===== src/rtl/vec_pipeline_ctrl_pkg.sv =====
// Shared types and operand-resolution helpers for the vector pipeline hazard controller.
package vec_pipe_pkg;

   localparam int REG_SEL_BITS = 4;

   typedef enum logic [1:0] {
      FWD_RF  = 2'd0,
      FWD_EX  = 2'd1,
      FWD_MEM = 2'd2,
      FWD_WB  = 2'd3
   } fwd_sel_t;

   typedef struct packed {
      logic                    valid;
      logic                    wr_en;
      logic [REG_SEL_BITS-1:0] rd;
      logic                    is_load;
   } stage_info_t;

   typedef struct packed {
      fwd_sel_t sel;
      logic     loadUse;
   } operand_res_t;

   localparam stage_info_t STAGE_BUBBLE = '0;

   function automatic logic stageMatch(input stage_info_t s, input logic [REG_SEL_BITS-1:0] r,
                                       input logic useR, input logic decValid);
      return s.valid & s.wr_en & (s.rd == r) & useR & decValid;
   endfunction

   // Youngest producer wins; a load that has not reached WB cannot be forwarded.
   function automatic operand_res_t resolveOperand(input stage_info_t exS, input stage_info_t memS,
                                                   input stage_info_t wbS,
                                                   input logic [REG_SEL_BITS-1:0] r,
                                                   input logic useR, input logic decValid);
      operand_res_t res;
      res.sel     = FWD_RF;
      res.loadUse = 1'b0;
      if (stageMatch(exS, r, useR, decValid)) begin
         if (exS.is_load) res.loadUse = 1'b1;
         else             res.sel     = FWD_EX;
      end else if (stageMatch(memS, r, useR, decValid)) begin
         if (memS.is_load) res.loadUse = 1'b1;
         else              res.sel     = FWD_MEM;
      end else if (stageMatch(wbS, r, useR, decValid)) begin
         res.sel = FWD_WB;
      end else begin
         res.sel = FWD_RF;
      end
      return res;
   endfunction

endpackage


===== src/rtl/vec_pipeline_ctrl_if.sv =====
// Decode/pipeline control bundle between the vector ASIP datapath and its hazard controller.
interface vec_pipeline_ctrl_if import vec_pipe_pkg::*; #(parameter int CNT_W = 16);

   logic                    dec_valid;
   logic [REG_SEL_BITS-1:0] dec_rs1;
   logic [REG_SEL_BITS-1:0] dec_rs2;
   logic                    dec_use_rs1;
   logic                    dec_use_rs2;
   logic                    dec_wr_en;
   logic [REG_SEL_BITS-1:0] dec_rd;
   logic                    dec_is_load;
   logic                    branch_taken;
   logic                    mem_busy;

   logic                    stall_f;
   logic                    stall_d;
   logic                    flush_d;
   logic                    bubble_ex;
   logic [1:0]              fwd_sel1;
   logic [1:0]              fwd_sel2;
   logic                    wb_commit;
   logic [REG_SEL_BITS-1:0] wb_rd;
   logic [CNT_W-1:0]        stall_cnt;
   logic [CNT_W-1:0]        flush_cnt;

   modport master (
      output dec_valid, dec_rs1, dec_rs2, dec_use_rs1, dec_use_rs2,
             dec_wr_en, dec_rd, dec_is_load, branch_taken, mem_busy,
      input  stall_f, stall_d, flush_d, bubble_ex, fwd_sel1, fwd_sel2,
             wb_commit, wb_rd, stall_cnt, flush_cnt
   );

   modport slave (
      input  dec_valid, dec_rs1, dec_rs2, dec_use_rs1, dec_use_rs2,
             dec_wr_en, dec_rd, dec_is_load, branch_taken, mem_busy,
      output stall_f, stall_d, flush_d, bubble_ex, fwd_sel1, fwd_sel2,
             wb_commit, wb_rd, stall_cnt, flush_cnt
   );

endinterface


===== src/rtl/vec_pipeline_ctrl_shadow_reg.sv =====
// One shadow pipeline stage: tracks writeback info of the instruction occupying that stage.
module hazard_shadow_reg import vec_pipe_pkg::*; (
   input  logic        clk,
   input  logic        rst,
   input  logic        hold,
   input  logic        bubble,
   input  stage_info_t nextStage,
   output stage_info_t stage
);

   stage_info_t stageR;

   // reset dominates, then hold, then bubble insertion, otherwise advance
   always_ff @(posedge clk) begin
      if (!rst) begin
         stageR <= STAGE_BUBBLE;
      end else if (hold) begin
         stageR <= stageR;
      end else if (bubble) begin
         stageR <= STAGE_BUBBLE;
      end else begin
         stageR <= nextStage;
      end
   end

   assign stage = stageR;

endmodule


===== src/rtl/vec_pipeline_ctrl.sv =====
// Hazard/pipeline controller: RAW forwarding, load-use stall, branch squash, memory freeze
// and saturating stall/flush counters for the F-D-EX-MEM-WB vector pipeline.
module vec_pipeline_ctrl import vec_pipe_pkg::*; #(
   parameter int CNT_W = 16
) (
   input logic                clk,
   input logic                rst,
   vec_pipeline_ctrl_if.slave pipe
);

   localparam logic [CNT_W-1:0] CNT_MAX = {CNT_W{1'b1}};
   localparam logic [CNT_W-1:0] CNT_ONE = {{(CNT_W-1){1'b0}}, 1'b1};

   stage_info_t      decStage, exStage, memStage, wbStage;
   operand_res_t     op1, op2;
   logic             stallF, stallD, flushD, bubbleEx;
   logic [CNT_W-1:0] stallCntR, flushCntR;

   // decode fields qualified by dec_valid so bubbles carry no stale register numbers
   always_comb begin
      decStage = STAGE_BUBBLE;
      if (pipe.dec_valid) begin
         decStage.valid   = 1'b1;
         decStage.wr_en   = pipe.dec_wr_en;
         decStage.rd      = pipe.dec_rd;
         decStage.is_load = pipe.dec_is_load;
      end else begin
         decStage = STAGE_BUBBLE;
      end
   end

   // hazard resolution; a memory freeze outranks a branch, which outranks load-use
   always_comb begin
      op1 = resolveOperand(exStage, memStage, wbStage, pipe.dec_rs1, pipe.dec_use_rs1, pipe.dec_valid);
      op2 = resolveOperand(exStage, memStage, wbStage, pipe.dec_rs2, pipe.dec_use_rs2, pipe.dec_valid);
      stallF   = 1'b0;
      stallD   = 1'b0;
      flushD   = 1'b0;
      bubbleEx = 1'b0;
      if (pipe.mem_busy) begin
         stallF = 1'b1;
         stallD = 1'b1;
      end else if (pipe.branch_taken) begin
         flushD   = 1'b1;
         bubbleEx = 1'b1;
      end else if (op1.loadUse || op2.loadUse) begin
         stallF   = 1'b1;
         stallD   = 1'b1;
         bubbleEx = 1'b1;
      end else begin
         stallF   = 1'b0;
         stallD   = 1'b0;
      end
   end

   // EX/MEM freeze during mem_busy while WB drains into a bubble
   hazard_shadow_reg uExShadow (
      .clk(clk), .rst(rst), .hold(pipe.mem_busy), .bubble(bubbleEx),
      .nextStage(decStage), .stage(exStage)
   );

   hazard_shadow_reg uMemShadow (
      .clk(clk), .rst(rst), .hold(pipe.mem_busy), .bubble(1'b0),
      .nextStage(exStage), .stage(memStage)
   );

   hazard_shadow_reg uWbShadow (
      .clk(clk), .rst(rst), .hold(1'b0), .bubble(pipe.mem_busy),
      .nextStage(memStage), .stage(wbStage)
   );

   // saturating performance counters
   always_ff @(posedge clk) begin
      if (!rst) begin
         stallCntR <= '0;
         flushCntR <= '0;
      end else begin
         if (stallD && (stallCntR != CNT_MAX)) stallCntR <= stallCntR + CNT_ONE;
         else                                  stallCntR <= stallCntR;
         if (flushD && (flushCntR != CNT_MAX)) flushCntR <= flushCntR + CNT_ONE;
         else                                  flushCntR <= flushCntR;
      end
   end

   // every output is held at zero while reset is asserted
   always_comb begin
      if (rst) begin
         pipe.stall_f   = stallF;
         pipe.stall_d   = stallD;
         pipe.flush_d   = flushD;
         pipe.bubble_ex = bubbleEx;
         pipe.fwd_sel1  = op1.sel;
         pipe.fwd_sel2  = op2.sel;
         pipe.wb_commit = wbStage.valid & wbStage.wr_en;
         pipe.wb_rd     = wbStage.rd;
         pipe.stall_cnt = stallCntR;
         pipe.flush_cnt = flushCntR;
      end else begin
         pipe.stall_f   = 1'b0;
         pipe.stall_d   = 1'b0;
         pipe.flush_d   = 1'b0;
         pipe.bubble_ex = 1'b0;
         pipe.fwd_sel1  = 2'd0;
         pipe.fwd_sel2  = 2'd0;
         pipe.wb_commit = 1'b0;
         pipe.wb_rd     = '0;
         pipe.stall_cnt = '0;
         pipe.flush_cnt = '0;
      end
   end

endmodule


===== src/flat_wrapper.sv =====
// flat-port wrapper written by rule: the top's interface ports become plain ports
module vec_pipeline_ctrl_flat import vec_pipe_pkg::*;
#(
   parameter int CNT_W = 16
)
  (clk, rst, pipe_dec_valid, pipe_dec_rs1, pipe_dec_rs2, pipe_dec_use_rs1, pipe_dec_use_rs2, pipe_dec_wr_en, pipe_dec_rd, pipe_dec_is_load, pipe_branch_taken, pipe_mem_busy, pipe_stall_f, pipe_stall_d, pipe_flush_d, pipe_bubble_ex, pipe_fwd_sel1, pipe_fwd_sel2, pipe_wb_commit, pipe_wb_rd, pipe_stall_cnt, pipe_flush_cnt);
  vec_pipeline_ctrl_if #(.CNT_W(CNT_W)) pipe_i ();
  input logic clk;
  input logic rst;
  input wire logic [$bits(pipe_i.dec_valid)-1:0] pipe_dec_valid;
  input wire logic [$bits(pipe_i.dec_rs1)-1:0] pipe_dec_rs1;
  input wire logic [$bits(pipe_i.dec_rs2)-1:0] pipe_dec_rs2;
  input wire logic [$bits(pipe_i.dec_use_rs1)-1:0] pipe_dec_use_rs1;
  input wire logic [$bits(pipe_i.dec_use_rs2)-1:0] pipe_dec_use_rs2;
  input wire logic [$bits(pipe_i.dec_wr_en)-1:0] pipe_dec_wr_en;
  input wire logic [$bits(pipe_i.dec_rd)-1:0] pipe_dec_rd;
  input wire logic [$bits(pipe_i.dec_is_load)-1:0] pipe_dec_is_load;
  input wire logic [$bits(pipe_i.branch_taken)-1:0] pipe_branch_taken;
  input wire logic [$bits(pipe_i.mem_busy)-1:0] pipe_mem_busy;
  output wire logic [$bits(pipe_i.stall_f)-1:0] pipe_stall_f;
  output wire logic [$bits(pipe_i.stall_d)-1:0] pipe_stall_d;
  output wire logic [$bits(pipe_i.flush_d)-1:0] pipe_flush_d;
  output wire logic [$bits(pipe_i.bubble_ex)-1:0] pipe_bubble_ex;
  output wire logic [$bits(pipe_i.fwd_sel1)-1:0] pipe_fwd_sel1;
  output wire logic [$bits(pipe_i.fwd_sel2)-1:0] pipe_fwd_sel2;
  output wire logic [$bits(pipe_i.wb_commit)-1:0] pipe_wb_commit;
  output wire logic [$bits(pipe_i.wb_rd)-1:0] pipe_wb_rd;
  output wire logic [$bits(pipe_i.stall_cnt)-1:0] pipe_stall_cnt;
  output wire logic [$bits(pipe_i.flush_cnt)-1:0] pipe_flush_cnt;
  assign pipe_i.dec_valid = pipe_dec_valid;
  assign pipe_i.dec_rs1 = pipe_dec_rs1;
  assign pipe_i.dec_rs2 = pipe_dec_rs2;
  assign pipe_i.dec_use_rs1 = pipe_dec_use_rs1;
  assign pipe_i.dec_use_rs2 = pipe_dec_use_rs2;
  assign pipe_i.dec_wr_en = pipe_dec_wr_en;
  assign pipe_i.dec_rd = pipe_dec_rd;
  assign pipe_i.dec_is_load = pipe_dec_is_load;
  assign pipe_i.branch_taken = pipe_branch_taken;
  assign pipe_i.mem_busy = pipe_mem_busy;
  assign pipe_stall_f = pipe_i.stall_f;
  assign pipe_stall_d = pipe_i.stall_d;
  assign pipe_flush_d = pipe_i.flush_d;
  assign pipe_bubble_ex = pipe_i.bubble_ex;
  assign pipe_fwd_sel1 = pipe_i.fwd_sel1;
  assign pipe_fwd_sel2 = pipe_i.fwd_sel2;
  assign pipe_wb_commit = pipe_i.wb_commit;
  assign pipe_wb_rd = pipe_i.wb_rd;
  assign pipe_stall_cnt = pipe_i.stall_cnt;
  assign pipe_flush_cnt = pipe_i.flush_cnt;
  vec_pipeline_ctrl #(.CNT_W(CNT_W)) u_core (.clk(clk), .rst(rst), .pipe(pipe_i));
endmodule

===== config.mk =====
export PLATFORM = sky130hd
export DESIGN_NAME = vec_pipeline_ctrl_flat
export DESIGN_NICKNAME = d
export VERILOG_FILES = /design/src/rtl/vec_pipeline_ctrl_pkg.sv /design/src/rtl/vec_pipeline_ctrl_if.sv /design/src/rtl/vec_pipeline_ctrl_shadow_reg.sv /design/src/rtl/vec_pipeline_ctrl.sv /design/src/flat_wrapper.sv
export SDC_FILE = /design/constraint.sdc
export NUM_CORES = 1
export LEC_CHECK = 0
export BUFFER_PORTS_ARGS = -buffer_cell sky130_fd_sc_hd__buf_2
export CAP_MARGIN = 20
export CELL_PAD_IN_SITES_DETAIL_PLACEMENT = 0
export CELL_PAD_IN_SITES_GLOBAL_PLACEMENT = 1
export CORE_UTILIZATION = 45
export CTS_BUF_LIST = sky130_fd_sc_hd__clkbuf_8
export CTS_CLUSTER_SIZE = 40
export DETAILED_ROUTE_END_ITERATION = 12
export GPL_TIMING_DRIVEN = 1
export PLACE_DENSITY_LB_ADDON = 0.1
export SLEW_MARGIN = 20
export SYNTH_ARGS = -nofsm -noshare
export SYNTH_HDL_FRONTEND = slang
export SYNTH_HIERARCHICAL = 1
export SYNTH_SLANG_ARGS = --single-unit
export TNS_END_PERCENT = 30

===== constraint.sdc =====
create_clock -name clk -period 6.5 [get_ports clk]
set_input_delay 1.3 -clock clk [delete_from_list [all_inputs] [get_ports clk]]
set_output_delay 1.3 -clock clk [all_outputs]
set_load 0.01 [all_outputs]

---- Word level (Yosys, flattened, before mapping) ----
Cells that the tools add are included.
word-level totals
  output and inout bits ................... 45
  input port bits ......................... 21
  register bits ........................... 52
  word-level logic and storage cells ...... 79
cells by class
  reductions and logical operators ........ 4
  muxes and demuxes ....................... 30
  add/subtract/negate cells ............... 2
  equality and inequality tests ........... 8
  bitwise logic cells ..................... 22
operators by type and width
  operator                                                         number
  16-bit by 1-bit adder with 16-bit output, second input constant  2
  16-bit two-way mux                                               2
  16-bit inequality test, second input constant                    2
  4-bit equality test                                              6
  1-bit bitwise AND                                                21
  1-bit two-way mux                                                16
  2-bit two-way mux                                                7
  7-bit two-way mux                                                2
  3-bit two-way mux                                                2
  4-bit two-way mux                                                1
  1-bit logical AND                                                2
  2-bit OR reduction                                               1
  1-bit logical OR                                                 1
  1-bit NOT                                                        1

---- Depth between registers and ports, before layout ----
  word-level depth ........................ 12
  mapped depth ............................ 9
  depth with buffers taken out ............ 8

---- Modules after synthesis ----
The synthesis kept the hierarchy.
by module, submodules not included
  module             area each (um2)  instances  sequential area each (um2)  cells each
  vec_pipeline_ctrl  2,319.7          1          640.6                       292
  hazard_shadow_reg  270.3            3          140.1                       30

---- Worst setup path after synthesis ----
No wires, ideal clock.
  path kind ............................... input port to output port
  start ................................... in pipe_dec_rs1[1]
  end ..................................... out pipe_stall_f
  required time ........................... 5.200 ns
  buffers on the path ..................... 1
  stages .................................. 7
  arrival time ............................ 2.473 ns
  path slack .............................. 2.727 ns
  cell sequence ........................... xor2_1 -> nor3_1 -> a32oi_1 -> o21ai_0 -> a21oi_1 -> nor2_1 -> buf_4
between the ends
  longest elaborated chain between the ends .. 11
  elaborated cells on any way between the ends .. 15
  classes of those cells .................. eq/ne: 2; mux: 6; bitwise: 6; reduce/logical: 1
RTL lines
  element                              line                         text
  from (decl)                          flat_wrapper.sv:11           input wire logic [$bits(pipe_i.dec_rs1)-1:0] pipe_dec_rs1;
  4-bit equality test                  vec_pipeline_ctrl_pkg.sv:29  return s.valid & s.wr_en & (s.rd == r) & useR & decValid;
  1-bit bitwise AND (3 in series)      vec_pipeline_ctrl_pkg.sv:29
  1-bit two-way mux                    vec_pipeline_ctrl_pkg.sv:43  end else if (stageMatch(memS, r, useR, decValid)) begin
  3-bit two-way mux (*)                vec_pipeline_ctrl_pkg.sv:40  if (stageMatch(exS, r, useR, decValid)) begin
  1-bit logical OR (*)                 vec_pipeline_ctrl.sv:46      end else if (op1.loadUse || op2.loadUse) begin
  1-bit two-way mux (*) (4 in series)  -
  to (decl)                            flat_wrapper.sv:20           output wire logic [$bits(pipe_i.stall_f)-1:0] pipe_stall_f;
Every way passes the cells marked *; elsewhere a longest branch is shown, timed or not.

---- Worst setup path after layout ----
  start ................................... in pipe_dec_valid
  end ..................................... out pipe_bubble_ex
between the ends
  longest elaborated chain between the ends .. 8
  elaborated cells on any way between the ends .. 13
  classes of those cells .................. mux: 8; bitwise: 4; reduce/logical: 1
RTL lines
  element                line                         text
  from (decl)            flat_wrapper.sv:10           input wire logic [$bits(pipe_i.dec_valid)-1:0] pipe_dec_valid;
  1-bit bitwise AND      vec_pipeline_ctrl_pkg.sv:29
  1-bit two-way mux      vec_pipeline_ctrl_pkg.sv:43
  3-bit two-way mux      vec_pipeline_ctrl_pkg.sv:40
  1-bit logical OR (*)   vec_pipeline_ctrl.sv:46
  1-bit two-way mux (*)  vec_pipeline_ctrl.sv:46
  1-bit two-way mux (*)  vec_pipeline_ctrl.sv:43      end else if (pipe.branch_taken) begin
  1-bit two-way mux (*)  vec_pipeline_ctrl.sv:40      if (pipe.mem_busy) begin
  via u_core.bubbleEx    vec_pipeline_ctrl.sv:16      logic stallF, stallD, flushD, bubbleEx;
  1-bit two-way mux (*)  vec_pipeline_ctrl.sv:87      if (rst) begin
  to (decl)              flat_wrapper.sv:23           output wire logic [$bits(pipe_i.bubble_ex)-1:0] pipe_bubble_ex;
The timed path passes the listed nets; every way through them passes the cells marked *.

==> summary.md <==
| Metric | Value |
|---|---|
| Status | finished with violations |
| Failing checks | design-rule violations |
| Commonest cells after routing, fill and taps aside | buf_2, dfxtp_1, and2_1 |
| Total of warnings raised by yosys | 6 |
| Commonest non-fill, non-tap cell in the layout | buf_2 |
| Avg Vias per Cell | 5.235 |
| HPWL Detailed | 4968 microns |
| Initial core utilization | between 40% and 50% |
| Cell Chain, Critical Path | buf_2 -> nand2_1 -> nor3_1 -> nand4_1 -> o22ai_2 -> nand2_1 -> a31oi_1 -> and2_1 -> buf_2 |
| Fin. max-slew vios | 0 |
| Sw Ratio | 25.14% |
| Wire length on met1 | 3687 microns |
| Share of post-route cells with drive strength above 1 | 25.11% |
| First-pass GRT wire length | 11670 microns |
| Die Ht | about 85 microns |
| Clock power frac | 32.7% |
| I/O pins | 66 |
| Crit path time final | ~4200 ps |
| Setup TNS | 0 ps |
| Worst Max-Slew Pin Slew | 626.5 ps |
| Seq. cell area | between 1000 and 1500 sq um |
| Skew-Pair Late Insertion Delay | 310 ps |
| Fillers | ~650 |
| Area delta synth->final | 13.98% |
| P_sw | about 140 uW |
| Worst Setup Path Type | in -> out |
| Relative slew slack | 58.19% |
| Drt wl/cell | approximately 13 microns |
| Row cnt | 29 |
| H-tree depth | 2 |
| Post-Syn Area | 3097 sq um |
| Core Footprint | 6495 sq um |
| Clk root buf | clkbuf_8 |
| Vias in the first global route | 2391 |
| Peak VDD IR | between 100 and 150 uV |
| Nature of the critical path endpoint | output pin |
| Fin cells | around 520 |
| Die Area | a little over 7000 sq um |
| Multi-input gate area | 1936 sq um |
| Pwr/cell area | 162.2 nW/um^2 |
| Clock skew | ~12 ps |
| Sequential cell fraction of total power | 57.3% |
| PortBufs | 65 |
| Crit path DAT | ~3000 ps |
| Global Route Usage Sum | approximately a fifth |
| Maximum clock frequency | between 0.2 and 0.25 GHz |
| Int Power | approximately 430 uW |
| Tcrit/Tclk final | 65.08% |
| CTS buffer count | 5 |
| RSZ-0062 raised after global routing | false |
| Cts repair resizes | 0 |
| ANT nets after route | 0 |
| Worst Hold Class | reg -> reg |
| Hold Fails Final Rpt | 0 |
| Critical Path Start Type | input port |
| Gate count after technology mapping | 378 |
| CTS max path bufs | 2 |
| CTS tree | yes |
| Final Wtd Congestion | 0.8706 |
| Maxcap violations | 0 |
| Ant diodes | 0 |
| Top delay family on crit path | simple AND/OR/NAND/NOR gates |
| DR vias | 2696 |
| Mean Syn Cell Area | ~8.2 sq um |
| CP bufs+invs | 2 |
| Hold Buf Count CTS | 0 |
| Logic pwr share | 10.0% |
| CTS clk-pin slew, worst paths | 80 ps |
| Max incr delay on CP | 340 ps |
| Setup Buffers After CTS | 0 |
| Setup Viol. Count Final | 0 |
| Met3 Wirelength | roughly 230 microns |
| Nets | 460 |
| Largest net degree at the start of global routing | 79 |
| Uppermost layer routed | met4 |
| Overflow after GRT | 0 |
| Slowest-stage cell, CP | a31oi_1 |
| Placed cells | roughly 500 |
| Critical Path Fanout Max | 10 |
| Initial antenna violation count | 0 |
| Residual DRC | 6 |
| Die Wd | 84.96 microns |
| Leakage | 1.494 nW |
| Total wire length | 6835 microns |
| Routed length on met2 | 2873 microns |
| Clock sink count | 52 |
| Critical path required time | around 5200 ps |
| 1st-iter DRT viols | approximately 130 |
| DRT Pass-1 Iters | 8 |
==> stage by stage <==
stage,hold WS [ps],worst slack [ps],power [mW],cell area [sq um],utilization (%)
2_1_floorplan,442.0,2727,0.3744,3104,-
3_3_place_gp,464.9,2324,0.3925,3440,52.96
3_5_place_dp,481.4,2253,0.3932,3440,52.96
4_1_cts,494.9,2223,0.5811,3530,54.34
5_1_grt,511.8,2029,0.6045,3530,54.34
6_report,491.5,2270,0.5725,3530,54.34
==> registers in the layout, indices dropped and copies added (netlist names) <==
name and count:
u_core/uMemShadow/stage 7, u_core/uExShadow/stage 7, u_core/uWbShadow/stage 6, u_core/stallCntR 16, u_core/flushCntR 16
==> layer usage <==
metal | vias up | global-route usage, %
met5 | - | 0
met4 | 0 | 5.393
met3 | 5 | 3.599
met2 | 49 | 28.52
met1 | 1219 | 30.42
li1 | 1423 | -
==> worst register-to-register path, delay by kind of cell (launching register included) <==
kind / cells / cell delay (ps)
compound gates: 3 / 680
fa+ha+maj: 1 / 210
flops: 1 / 410
mux: 1 / 290
simple gates: 3 / 810
==> area by class of cell <==
| type | count | share of cell area (%) |
|---|---|---|
| Clock buffer | 6 | 2.340 |
| Sequential cell | 52 | 29.49 |
| Clock inverter | 2 | 0.2127 |
| Tap cell | 77 | 2.730 |
| Inverter | 7 | 0.7444 |
| Multi-Input combinational cell | 304 | 54.84 |
| Timing Repair Buffer | 67 | 9.642 |
==> power by group through the flow <==
stage | sequential, mW | combinational, mW | clock [mW]
after floorplan | 0.334 | 0.0404 | 0
after global placement | 0.336 | 0.0566 | 0
after detailed placement | 0.336 | 0.0574 | 0
after CTS | 0.328 | 0.0575 | 0.195
after global routing | 0.329 | 0.0644 | 0.211
final | 0.328 | 0.0570 | 0.187
==> worst paths after layout <==
kind	endpoint	startpoint	slack (ps)	depth (start not counted)
hold / removal	u_core/uWbShadow/stage[6]	u_core/uMemShadow/stage[6]	490	2
setup / recovery	pipe_bubble_ex	pipe_dec_valid	2270	9
hold reg to reg	u_core/uWbShadow/stage[6]	u_core/uMemShadow/stage[6]	490	2
setup reg to reg	u_core/stallCntR[8]	u_core/stallCntR[0]	4010	8
Power figures use the tool's default switching activity.
